[src/rtl/wiscsc15_mem_arb_if.sv]
// Bundle of the pipeline-side request/ack signals and the memory-macro port
// shared by the unified-memory arbiter and whatever drives it.
interface wiscsc15_mem_arb_if #(
    parameter int ADDR_W = 16,
    parameter int DATA_W = 16
);
    logic              if_req;
    logic [ADDR_W-1:0] if_addr;
    logic [DATA_W-1:0] if_rdata;
    logic              if_ack;
    logic              dm_read;
    logic              dm_write;
    logic [ADDR_W-1:0] dm_addr;
    logic [DATA_W-1:0] dm_wdata;
    logic [DATA_W-1:0] dm_rdata;
    logic              dm_ack;
    logic              stall;
    logic              mem_en;
    logic              mem_we;
    logic [ADDR_W-1:0] mem_addr;
    logic [DATA_W-1:0] mem_wdata;
    logic [DATA_W-1:0] mem_rdata;
    logic              err;

    modport slave (
        input  if_req, if_addr, dm_read, dm_write, dm_addr, dm_wdata, mem_rdata,
        output if_rdata, if_ack, dm_rdata, dm_ack, stall,
               mem_en, mem_we, mem_addr, mem_wdata, err
    );

    modport master (
        output if_req, if_addr, dm_read, dm_write, dm_addr, dm_wdata, mem_rdata,
        input  if_rdata, if_ack, dm_rdata, dm_ack, stall,
               mem_en, mem_we, mem_addr, mem_wdata, err
    );
endinterface

[src/rtl/wiscsc15_mem_arb.sv]
// Serialises instruction-fetch and data-memory accesses onto one fixed-latency
// single-port memory; data side has fixed priority over fetch.
module wiscsc15_mem_arb #(
    parameter int ADDR_W  = 16,
    parameter int DATA_W  = 16,
    parameter int MEM_LAT = 2
) (
    input  logic                clk,
    input  logic                rst,
    wiscsc15_mem_arb_if.slave   bus
);
    typedef enum logic [2:0] {IDLE, ISSUE, WAIT, CAPT, ACK} state_t;
    typedef enum logic {OWN_IF, OWN_DM} owner_t;

    state_t            state_q;
    owner_t            owner_q;
    logic [3:0]        cnt_q;
    logic              mem_en_q;
    logic              mem_we_q;
    logic [ADDR_W-1:0] mem_addr_q;
    logic [DATA_W-1:0] mem_wdata_q;
    logic              if_ack_q;
    logic              dm_ack_q;
    logic [DATA_W-1:0] if_rdata_q;
    logic [DATA_W-1:0] dm_rdata_q;
    logic              err_q;

    logic dm_req;
    assign dm_req = bus.dm_read | bus.dm_write;

    // NOTE: every register here is state, so it is assigned with <= only;
    // the one-cycle pulses default low at the top and are raised in one state.
    always_ff @(posedge clk or posedge rst) begin
        if (rst) begin
            state_q     <= IDLE;
            owner_q     <= OWN_IF;
            cnt_q       <= '0;
            mem_en_q    <= 1'b0;
            mem_we_q    <= 1'b0;
            mem_addr_q  <= '0;
            mem_wdata_q <= '0;
            if_ack_q    <= 1'b0;
            dm_ack_q    <= 1'b0;
            if_rdata_q  <= '0;
            dm_rdata_q  <= '0;
            err_q       <= 1'b0;
        end else begin
            mem_en_q <= 1'b0;
            if_ack_q <= 1'b0;
            dm_ack_q <= 1'b0;
            case (state_q)
                IDLE: begin
                    if (dm_req) begin
                        owner_q     <= OWN_DM;
                        mem_addr_q  <= bus.dm_addr;
                        mem_wdata_q <= bus.dm_wdata;
                        mem_we_q    <= bus.dm_write;
                        mem_en_q    <= 1'b1;
                        state_q     <= ISSUE;
                        // Read+write together is illegal; it is serviced as a write.
                        if (bus.dm_read && bus.dm_write) err_q <= 1'b1;
                    end else if (bus.if_req) begin
                        owner_q    <= OWN_IF;
                        mem_addr_q <= bus.if_addr;
                        mem_we_q   <= 1'b0;
                        mem_en_q   <= 1'b1;
                        state_q    <= ISSUE;
                    end
                end
                ISSUE: begin
                    cnt_q   <= 4'(MEM_LAT - 1);
                    state_q <= (MEM_LAT == 1) ? CAPT : WAIT;
                end
                WAIT: begin
                    cnt_q <= cnt_q - 4'd1;
                    if (cnt_q == 4'd1) state_q <= CAPT;
                end
                CAPT: begin
                    if (owner_q == OWN_DM) begin
                        if (!mem_we_q) dm_rdata_q <= bus.mem_rdata;
                        dm_ack_q <= 1'b1;
                    end else begin
                        if_rdata_q <= bus.mem_rdata;
                        if_ack_q   <= 1'b1;
                    end
                    state_q <= ACK;
                end
                ACK:     state_q <= IDLE;
                default: state_q <= IDLE;
            endcase
        end
    end

    assign bus.mem_en    = mem_en_q;
    assign bus.mem_we    = mem_we_q;
    assign bus.mem_addr  = mem_addr_q;
    assign bus.mem_wdata = mem_wdata_q;
    assign bus.if_ack    = if_ack_q;
    assign bus.dm_ack    = dm_ack_q;
    assign bus.if_rdata  = if_rdata_q;
    assign bus.dm_rdata  = dm_rdata_q;
    assign bus.err       = err_q;
    assign bus.stall     = (dm_req & ~dm_ack_q) | (bus.if_req & ~if_ack_q);
endmodule

[src/flat_wrapper.sv]
// flat-port wrapper written by rule: the top's interface ports become plain ports
module wiscsc15_mem_arb_flat 
#(
    parameter int ADDR_W  = 16,
    parameter int DATA_W  = 16,
    parameter int MEM_LAT = 2
)
  (clk, rst, bus_if_req, bus_if_addr, bus_dm_read, bus_dm_write, bus_dm_addr, bus_dm_wdata, bus_mem_rdata, bus_if_rdata, bus_if_ack, bus_dm_rdata, bus_dm_ack, bus_stall, bus_mem_en, bus_mem_we, bus_mem_addr, bus_mem_wdata, bus_err);
  wiscsc15_mem_arb_if #(.ADDR_W(ADDR_W), .DATA_W(DATA_W)) bus_i ();
  input  logic clk;
  input  logic rst;
  input wire logic [$bits(bus_i.if_req)-1:0] bus_if_req;
  input wire logic [$bits(bus_i.if_addr)-1:0] bus_if_addr;
  input wire logic [$bits(bus_i.dm_read)-1:0] bus_dm_read;
  input wire logic [$bits(bus_i.dm_write)-1:0] bus_dm_write;
  input wire logic [$bits(bus_i.dm_addr)-1:0] bus_dm_addr;
  input wire logic [$bits(bus_i.dm_wdata)-1:0] bus_dm_wdata;
  input wire logic [$bits(bus_i.mem_rdata)-1:0] bus_mem_rdata;
  output wire logic [$bits(bus_i.if_rdata)-1:0] bus_if_rdata;
  output wire logic [$bits(bus_i.if_ack)-1:0] bus_if_ack;
  output wire logic [$bits(bus_i.dm_rdata)-1:0] bus_dm_rdata;
  output wire logic [$bits(bus_i.dm_ack)-1:0] bus_dm_ack;
  output wire logic [$bits(bus_i.stall)-1:0] bus_stall;
  output wire logic [$bits(bus_i.mem_en)-1:0] bus_mem_en;
  output wire logic [$bits(bus_i.mem_we)-1:0] bus_mem_we;
  output wire logic [$bits(bus_i.mem_addr)-1:0] bus_mem_addr;
  output wire logic [$bits(bus_i.mem_wdata)-1:0] bus_mem_wdata;
  output wire logic [$bits(bus_i.err)-1:0] bus_err;
  assign bus_i.if_req = bus_if_req;
  assign bus_i.if_addr = bus_if_addr;
  assign bus_i.dm_read = bus_dm_read;
  assign bus_i.dm_write = bus_dm_write;
  assign bus_i.dm_addr = bus_dm_addr;
  assign bus_i.dm_wdata = bus_dm_wdata;
  assign bus_i.mem_rdata = bus_mem_rdata;
  assign bus_if_rdata = bus_i.if_rdata;
  assign bus_if_ack = bus_i.if_ack;
  assign bus_dm_rdata = bus_i.dm_rdata;
  assign bus_dm_ack = bus_i.dm_ack;
  assign bus_stall = bus_i.stall;
  assign bus_mem_en = bus_i.mem_en;
  assign bus_mem_we = bus_i.mem_we;
  assign bus_mem_addr = bus_i.mem_addr;
  assign bus_mem_wdata = bus_i.mem_wdata;
  assign bus_err = bus_i.err;
  wiscsc15_mem_arb #(.ADDR_W(ADDR_W), .DATA_W(DATA_W), .MEM_LAT(MEM_LAT)) u_core (.clk(clk), .rst(rst), .bus(bus_i));
endmodule
[config.mk]
export PLATFORM = sky130hd
export DESIGN_NAME = wiscsc15_mem_arb_flat
export DESIGN_NICKNAME = d
export VERILOG_FILES = /design/src/rtl/wiscsc15_mem_arb_if.sv /design/src/rtl/wiscsc15_mem_arb.sv /design/src/flat_wrapper.sv
export SDC_FILE = /design/constraint.sdc
export NUM_CORES = 1
export LEC_CHECK = 0
export BUFFER_PORTS_ARGS = -buffer_cell sky130_fd_sc_hd__buf_2
export CORE_ASPECT_RATIO = 1.25
export CORE_MARGIN = 2
export CORE_UTILIZATION = 35
export CTS_CLUSTER_SIZE = 20
export DETAILED_ROUTE_END_ITERATION = 10
export HOLD_SLACK_MARGIN = 0.15
export RECOVER_POWER = 50
export SYNTH_ARGS = -nofsm -noshare
export SYNTH_HDL_FRONTEND = slang
export SYNTH_SLANG_ARGS = --single-unit
[constraint.sdc]
create_clock -name clk -period 2.7 [get_ports clk]
set_clock_uncertainty 0.15 [all_clocks]
set_input_delay 0.27 -clock clk [delete_from_list [all_inputs] [get_ports clk]]
set_output_delay 0.27 -clock clk [all_outputs]
set_load 0.02 [all_outputs]
# Word-level counts from Yosys, hierarchy flattened
# Index checks and enable logic that the tools add are counted.
[totals] regBits=77 output_inout_bits=70
[op_classes] n_eq_ne=6 reduce_logical=10 bitwise_logic=8 n_addsub=1 n_mux=17
[op_table] operator="16-bit 2-to-1 mux" n=2
[op_table] operator="3-bit one-hot mux with 4 select lines" n=1
[op_table] operator="1-bit 2-to-1 mux" n=10
[op_table] operator="3-bit 2-to-1 mux" n=3
[op_table] operator="4-bit one-hot mux with 2 select lines" n=1
[op_table] operator="2-bit AND reduction" n=4
[op_table] operator="3-bit by 2-bit equality test with 1-bit output, second input constant" n=2
[op_table] operator="3-bit AND reduction" n=2
[op_table] operator="4-bit by 1-bit equality test with 1-bit output, second input constant" n=1
[op_table] operator="1-bit NOT" n=4
[op_table] operator="2-bit nonzero test" n=2
[op_table] operator="4-bit by 1-bit subtractor with 4-bit output, second input constant" n=1
[op_table] operator="3-bit by 1-bit equality test with 1-bit output, second input constant" n=1
[op_table] operator="3-bit logical NOT" n=1
[op_table] operator="3-bit by 2-bit != test with 1-bit output, second input constant" n=1
[op_table] operator="1-bit bitwise AND" n=2
[op_table] operator="2-bit by 1-bit != test with 1-bit output, second input constant" n=1
[op_table] operator="1-bit OR" n=2
[op_table] operator="1-bit logical AND" n=1

# Logic depth before layout (Yosys ltp)
[depth] word_depth=3 ltp_mapped=5 depth_no_buf=5

# Worst setup path before layout
# OpenSTA, ideal clock, no wires.
[synth_timing] path_type="reg2reg" startpoint="register u_core.state_q[2]" endpoint="register u_core.mem_wdata_q[0] (netlist: u_core.bus.mem_wdata[0])" n_path_buf=3 arrival_ns=1.541 t_required_ns=2.425 setup_ns=0.125 slack_ns=0.884 synth_period_minus_slack_ns=1.816 path_stages_with_launch=6 cell_sequence="dfrtp_1 -> clkbuf_2 -> or4_4 -> buf_6 -> buf_6 -> mux2_4"
[synth_via] elab_chain_cells=2
[synth_lines] element="start, declared" line_no="wiscsc15_mem_arb.sv:15" text="state_t state_q;"
[synth_lines] element="start signal, assigned" line_no="wiscsc15_mem_arb.sv:72" text="state_q <= (MEM_LAT == 1) ? CAPT : WAIT;"
[synth_lines] element="3-bit logical NOT" line_no="wiscsc15_mem_arb.sv:51" text="case (state_q)"
[synth_lines] element="2-bit AND reduction (no source line)"
[synth_lines] element="end signal, assigned" line_no="wiscsc15_mem_arb.sv:56" text="mem_wdata_q <= bus.dm_wdata;"
[synth_lines] element="end, declared" line_no="wiscsc15_mem_arb.sv:21" text="logic [DATA_W-1:0] mem_wdata_q;"
# No other way between the ends.
# A chain may end at the register's enable or synchronous reset.

# Final worst setup path
[layout_timing] startpoint="input port bus_dm_write" endpoint="register u_core.mem_addr_q[11] (netlist: u_core.bus.mem_addr[11])"
[layout_via] elab_chain_cells=3 word_cells_on_any_way=4 classes_between="1 x mux; 1 x bitwise; 2 x reduce/logical"
[layout_lines] element="start, declared" line_no="flat_wrapper.sv:15" text="input wire logic [$bits(bus_i.dm_write)-1:0] bus_dm_write;"
[layout_lines] element="1-bit OR *" line_no="wiscsc15_mem_arb.sv:29" text="assign dm_req = bus.dm_read | bus.dm_write;"
[layout_lines] element="2-bit nonzero test (no source line)"
[layout_lines] element="2-bit AND reduction (no source line)"
[layout_lines] element="end signal, assigned" line_no="wiscsc15_mem_arb.sv:55" text="mem_addr_q <= bus.dm_addr;"
[layout_lines] element="end signal, assigned" line_no="wiscsc15_mem_arb.sv:64" text="mem_addr_q <= bus.if_addr;"
[layout_lines] element="end, declared" line_no="wiscsc15_mem_arb.sv:20" text="logic [ADDR_W-1:0] mem_addr_q;"
# Mark *: on every way between the ends. The rest lies on a longest branch, timed or not.

==> summary.log <==
qor: synthesis.synth_cell_type_count 31
qor: drt.dr.pass1.iters 4
qor: floorplanning.rows 39
qor: grt.grtUsageTotal 14.5%
qor: sta.fin_worst_hold_slack 159 ps
qor: clock_tree.cts_inserted_buffers 9
qor: placed_design.dp_worst_setup_slack 655 ps
qor: synthesis.synthesis.area 0.00324 mm^2
qor: sta.setup_slack_after_layout 282 ps
qor: worst_setup_path.critical_path.max_stage_delay 550 ps
qor: synthesis.synth_edf_count 0
qor: sta.total_negative_slack 0 ps
qor: floorplanning.initial_core_utilization 35.7%
qor: outcome.outcome finished, violations left
qor: placed_design.detailedPlacementHpwl 4920 um
qor: job.cap_violations 1
qor: power_and_ir_drop.p_per_area 1190 mW/mm^2
qor: sta.post-route-period-util 89.5%
qor: floorplanning.dieArea 0.0101 mm^2
qor: worst_setup_path.worstPathRequired 2750 ps
qor: layout.multiInputGateArea 0.00122 mm^2
qor: grt.first_global_vias 2520
qor: sta.relSlewSlack 0.863%
qor: layout.postLayoutCoreUtil 51.4%
qor: grt.grt_pass1_wl 11900 um
qor: floorplanning.die_h 112 um
qor: synthesis.yosysWarnings 0
qor: synthesis.synthCells 213
qor: power_and_ir_drop.power 5.54 mW
qor: clock_tree.ctsHtreeMaxLevel 3
qor: synthesis.mappedNetlistNets 284
qor: sta.hold_violations_final 0
qor: worst_setup_path.critPathMaxFanout 7
qor: sta.fmax 414 MHz
qor: sta.min_period 2420 ps
qor: synthesis.async_flop_share 100%
qor: layout.area_growth_syn_to_layout 43.9%
qor: clock_tree.clkSlewWorstSetupHoldPaths 50 ps
qor: hold_path.number_of_instances_on_the_worst_hold_path 3
qor: worst_setup_path.startpoint_type primary input
qor: worst_setup_path.critPathArrivalTime 2470 ps
qor: sta.timing.final.setup_violations 0
qor: floorplanning.boundaryPins 139
qor: placed_design.dp_cells 468
qor: layout.fill_count 855
qor: grt.grt_antenna_before_repair 0
qor: synthesis.ys_seq_area_share 59.4%
qor: power_and_ir_drop.peakVddDrop 601 uV
qor: layout.final_design_area_no_fill 0.00467 mm^2
qor: drt.residual_antenna_violating_net_count_after_detailed_routing 0
qor: layout.final-seq-area 0.00193 mm^2
qor: worst_setup_path.timing.critical_path.to_type flip-flop
qor: grt.globalRouteOverflowTotal 0
qor: clock_tree.tritoncts built
qor: layout.finalNetCount 469
qor: placed_design.gp_congestion 0.704
qor: grt.grt_max_degree 46
qor: placed_design.detailed_place.area 0.00407 mm^2
qor: hold_path.hold_path_class in2reg
qor: layout.final-instance-count-excl-fill 524
qor: clock_tree.post_cts.repair.setup_buffers 0
qor: outcome.violated_checks capacitance limit
qor: drt.finalWirelength 7040 um
qor: drt.vias_per_cell 4.55
qor: drt.dr.first_iter.drc_count 143
qor: clock_tree.worstSkewPairLatency 320 ps
qor: floorplanning.die-width 90.1 um
qor: drt.via_count 2383
qor: worst_setup_path.cp_slowest_cell sky130_fd_sc_hd__dlygate4sd3_1
qor: placed_design.numPortBuffers 138
qor: clock_tree.cts.path.max_buffers 2
qor: clock_tree.ctsRootBufferMaster sky130_fd_sc_hd__clkbuf_16
qor: layout.number_of_antenna_diodes 0
qor: worst_setup_path.worstPathCellList dlygate4sd3_1 -> buf_2 -> nor2_2 -> mux2_2 -> dlygate4sd3_1 -> mux2_2
qor: power_and_ir_drop.cellLeakagePower 2.07 nW
qor: worst_setup_path.reg2regPathDepth 3
qor: drt.residual_drc_count 0
qor: sta.setup_repair_after_global_routing_missed_its_margin no
qor: sta.slew_violations 0
qor: floorplanning.design.core.area 0.00908 mm^2
qor: synthesis.synthesis.area_per_instance 15.2 um^2
qor: drt.routed_length_per_instance 13.4 um
qor: clock_tree.clkSinkCount 77
qor: layout.layout-drive-gt1-share 43.4%
qor: synthesis.synth-seq-cells 77
qor: synthesis.ys_dominant_reg_cell sky130_fd_sc_hd__dfrtp_1
qor: worst_setup_path.timing.setup.critical_path_class in2reg
qor: sta.tightestPinTransition 1480 ps
==> routing by layer <==
layer	GRT usage, %	vias up	routed length (um)
li1	-	1135	-
met1	17.8	1171	2950
met2	24.6	71	3610
met3	4.80	6	417
met4	3.69	0	62
met5	0	-	0
==> what timing repair did <==
action,in CTS,in global routing
resized for setup,0,0
hold buffers,42,0
endpoints found under the hold margin,87,0
==> synthesized netlist by cell type, drive strengths merged (2+ instances only) <==
cell | count | area [um^2]
mux2 | 81 | 946
dfrtp | 77 | 1930
buf | 8 | 63.8
inv | 6 | 22.5
a21oi | 5 | 25.0
nor2 | 5 | 21.3
nor3 | 5 | 30.0
clkbuf | 3 | 12.5
nor4b | 3 | 26.3
o21ai | 3 | 15.0
ha | 2 | 25.0
nor4 | 2 | 27.5
o22ai | 2 | 12.5
==> where the power goes <==
| group | total, mW | switching [mW] | internal (mW) |
|---|---|---|---|
| Clock | 1.08 | 0.420 | 0.659 |
| Combinational | 2.36 | 1.33 | 1.04 |
| Sequential | 2.10 | 0.374 | 1.72 |
| Total | 5.54 | 2.12 | 3.42 |
==> layout by cell type (no fill, tap or decap), types with 2 or more instances in the layout <==
cell | netlist | final
sky130_fd_sc_hd__dfrtp_1 | 77 | 77
sky130_fd_sc_hd__mux2_2 | 72 | 72
sky130_fd_sc_hd__ha_1 | 2 | 2
sky130_fd_sc_hd__buf_2 | 3 | 68
sky130_fd_sc_hd__mux2_4 | 9 | 9
sky130_fd_sc_hd__clkinv_2 | 0 | 2
sky130_fd_sc_hd__inv_1 | 6 | 5
sky130_fd_sc_hd__a21oi_1 | 5 | 5
sky130_fd_sc_hd__o21ai_0 | 3 | 3
sky130_fd_sc_hd__dlygate4sd3_1 | 0 | 42
sky130_fd_sc_hd__nor2_1 | 4 | 4
sky130_fd_sc_hd__clkbuf_1 | 2 | 71
sky130_fd_sc_hd__nor3_1 | 4 | 4
sky130_fd_sc_hd__clkbuf_8 | 0 | 2
sky130_fd_sc_hd__clkbuf_16 | 0 | 9
sky130_fd_sc_hd__o22ai_1 | 2 | 2
sky130_fd_sc_hd__buf_4 | 2 | 4
sky130_fd_sc_hd__nor4b_1 | 3 | 3
==> final timing paths <==
check                                                    startpoint                                   end  slack [ps]
worst max-delay path                                   bus_dm_write   u_core.bus.mem_addr[11]$_DFFE_PP0P_         280
worst min-delay path                                 bus_if_addr[9]    u_core.bus.mem_addr[9]$_DFFE_PP0P_         160
worst max register to register        u_core.state_q[0]$_DFFE_PP0P_    u_core.bus.mem_addr[1]$_DFFE_PP0P_         650
worst min register to register  u_core.bus.mem_addr[12]$_DFFE_PP0P_   u_core.bus.mem_addr[12]$_DFFE_PP0P_         350
max in group asynchronous                                       rst  u_core.bus.mem_wdata[10]$_DFFE_PP0P_         900
min in group asynchronous                                       rst    u_core.bus.if_rdata[3]$_DFFE_PP0P_         680
==> sequential cells by signal, indices dropped and copies added, names as in the netlist <==
register and flops:
u_core.bus.dm_ack 1, u_core.bus.dm_rdata 16, u_core.bus.err 1, u_core.bus.if_ack 1
u_core.bus.if_rdata 16, u_core.bus.mem_addr 16, u_core.bus.mem_en 1, u_core.bus.mem_wdata 16
u_core.bus.mem_we 1, u_core.cnt_q 4, u_core.owner_q 1, u_core.state_q 3
==> critical path, delay by kind of cell <==
| kind | cells | cell delay (ps) |
|---|---|---|
| muxes | 2 | 630 |
| buffers and inverters | 3 | 1220 |
| and+or+nand+nor | 1 | 350 |
==> cell families after synthesis <==
kind of cell	after synthesis	share of synthesized area, %
buffers and inverters	17	3.05
flip-flops	77	59.4
AND/OR/NAND/NOR	19	4.21
adder cells (fa/ha/maj)	2	0.771
XOR/XNOR	1	0.270
multiplexers	81	29.2
AO/OA/AOI/OAI	16	3.13
==> area by class of cell <==
class,count,area share (%)
inverters,6,0.509
multi-input cells,119,26.2
clock buffers,12,5.49
repair buffers,185,23.0
flip-flops and latches,77,41.3
well taps,123,3.30
clock inverters,2,0.214
(Power assumes the default switching activity.)
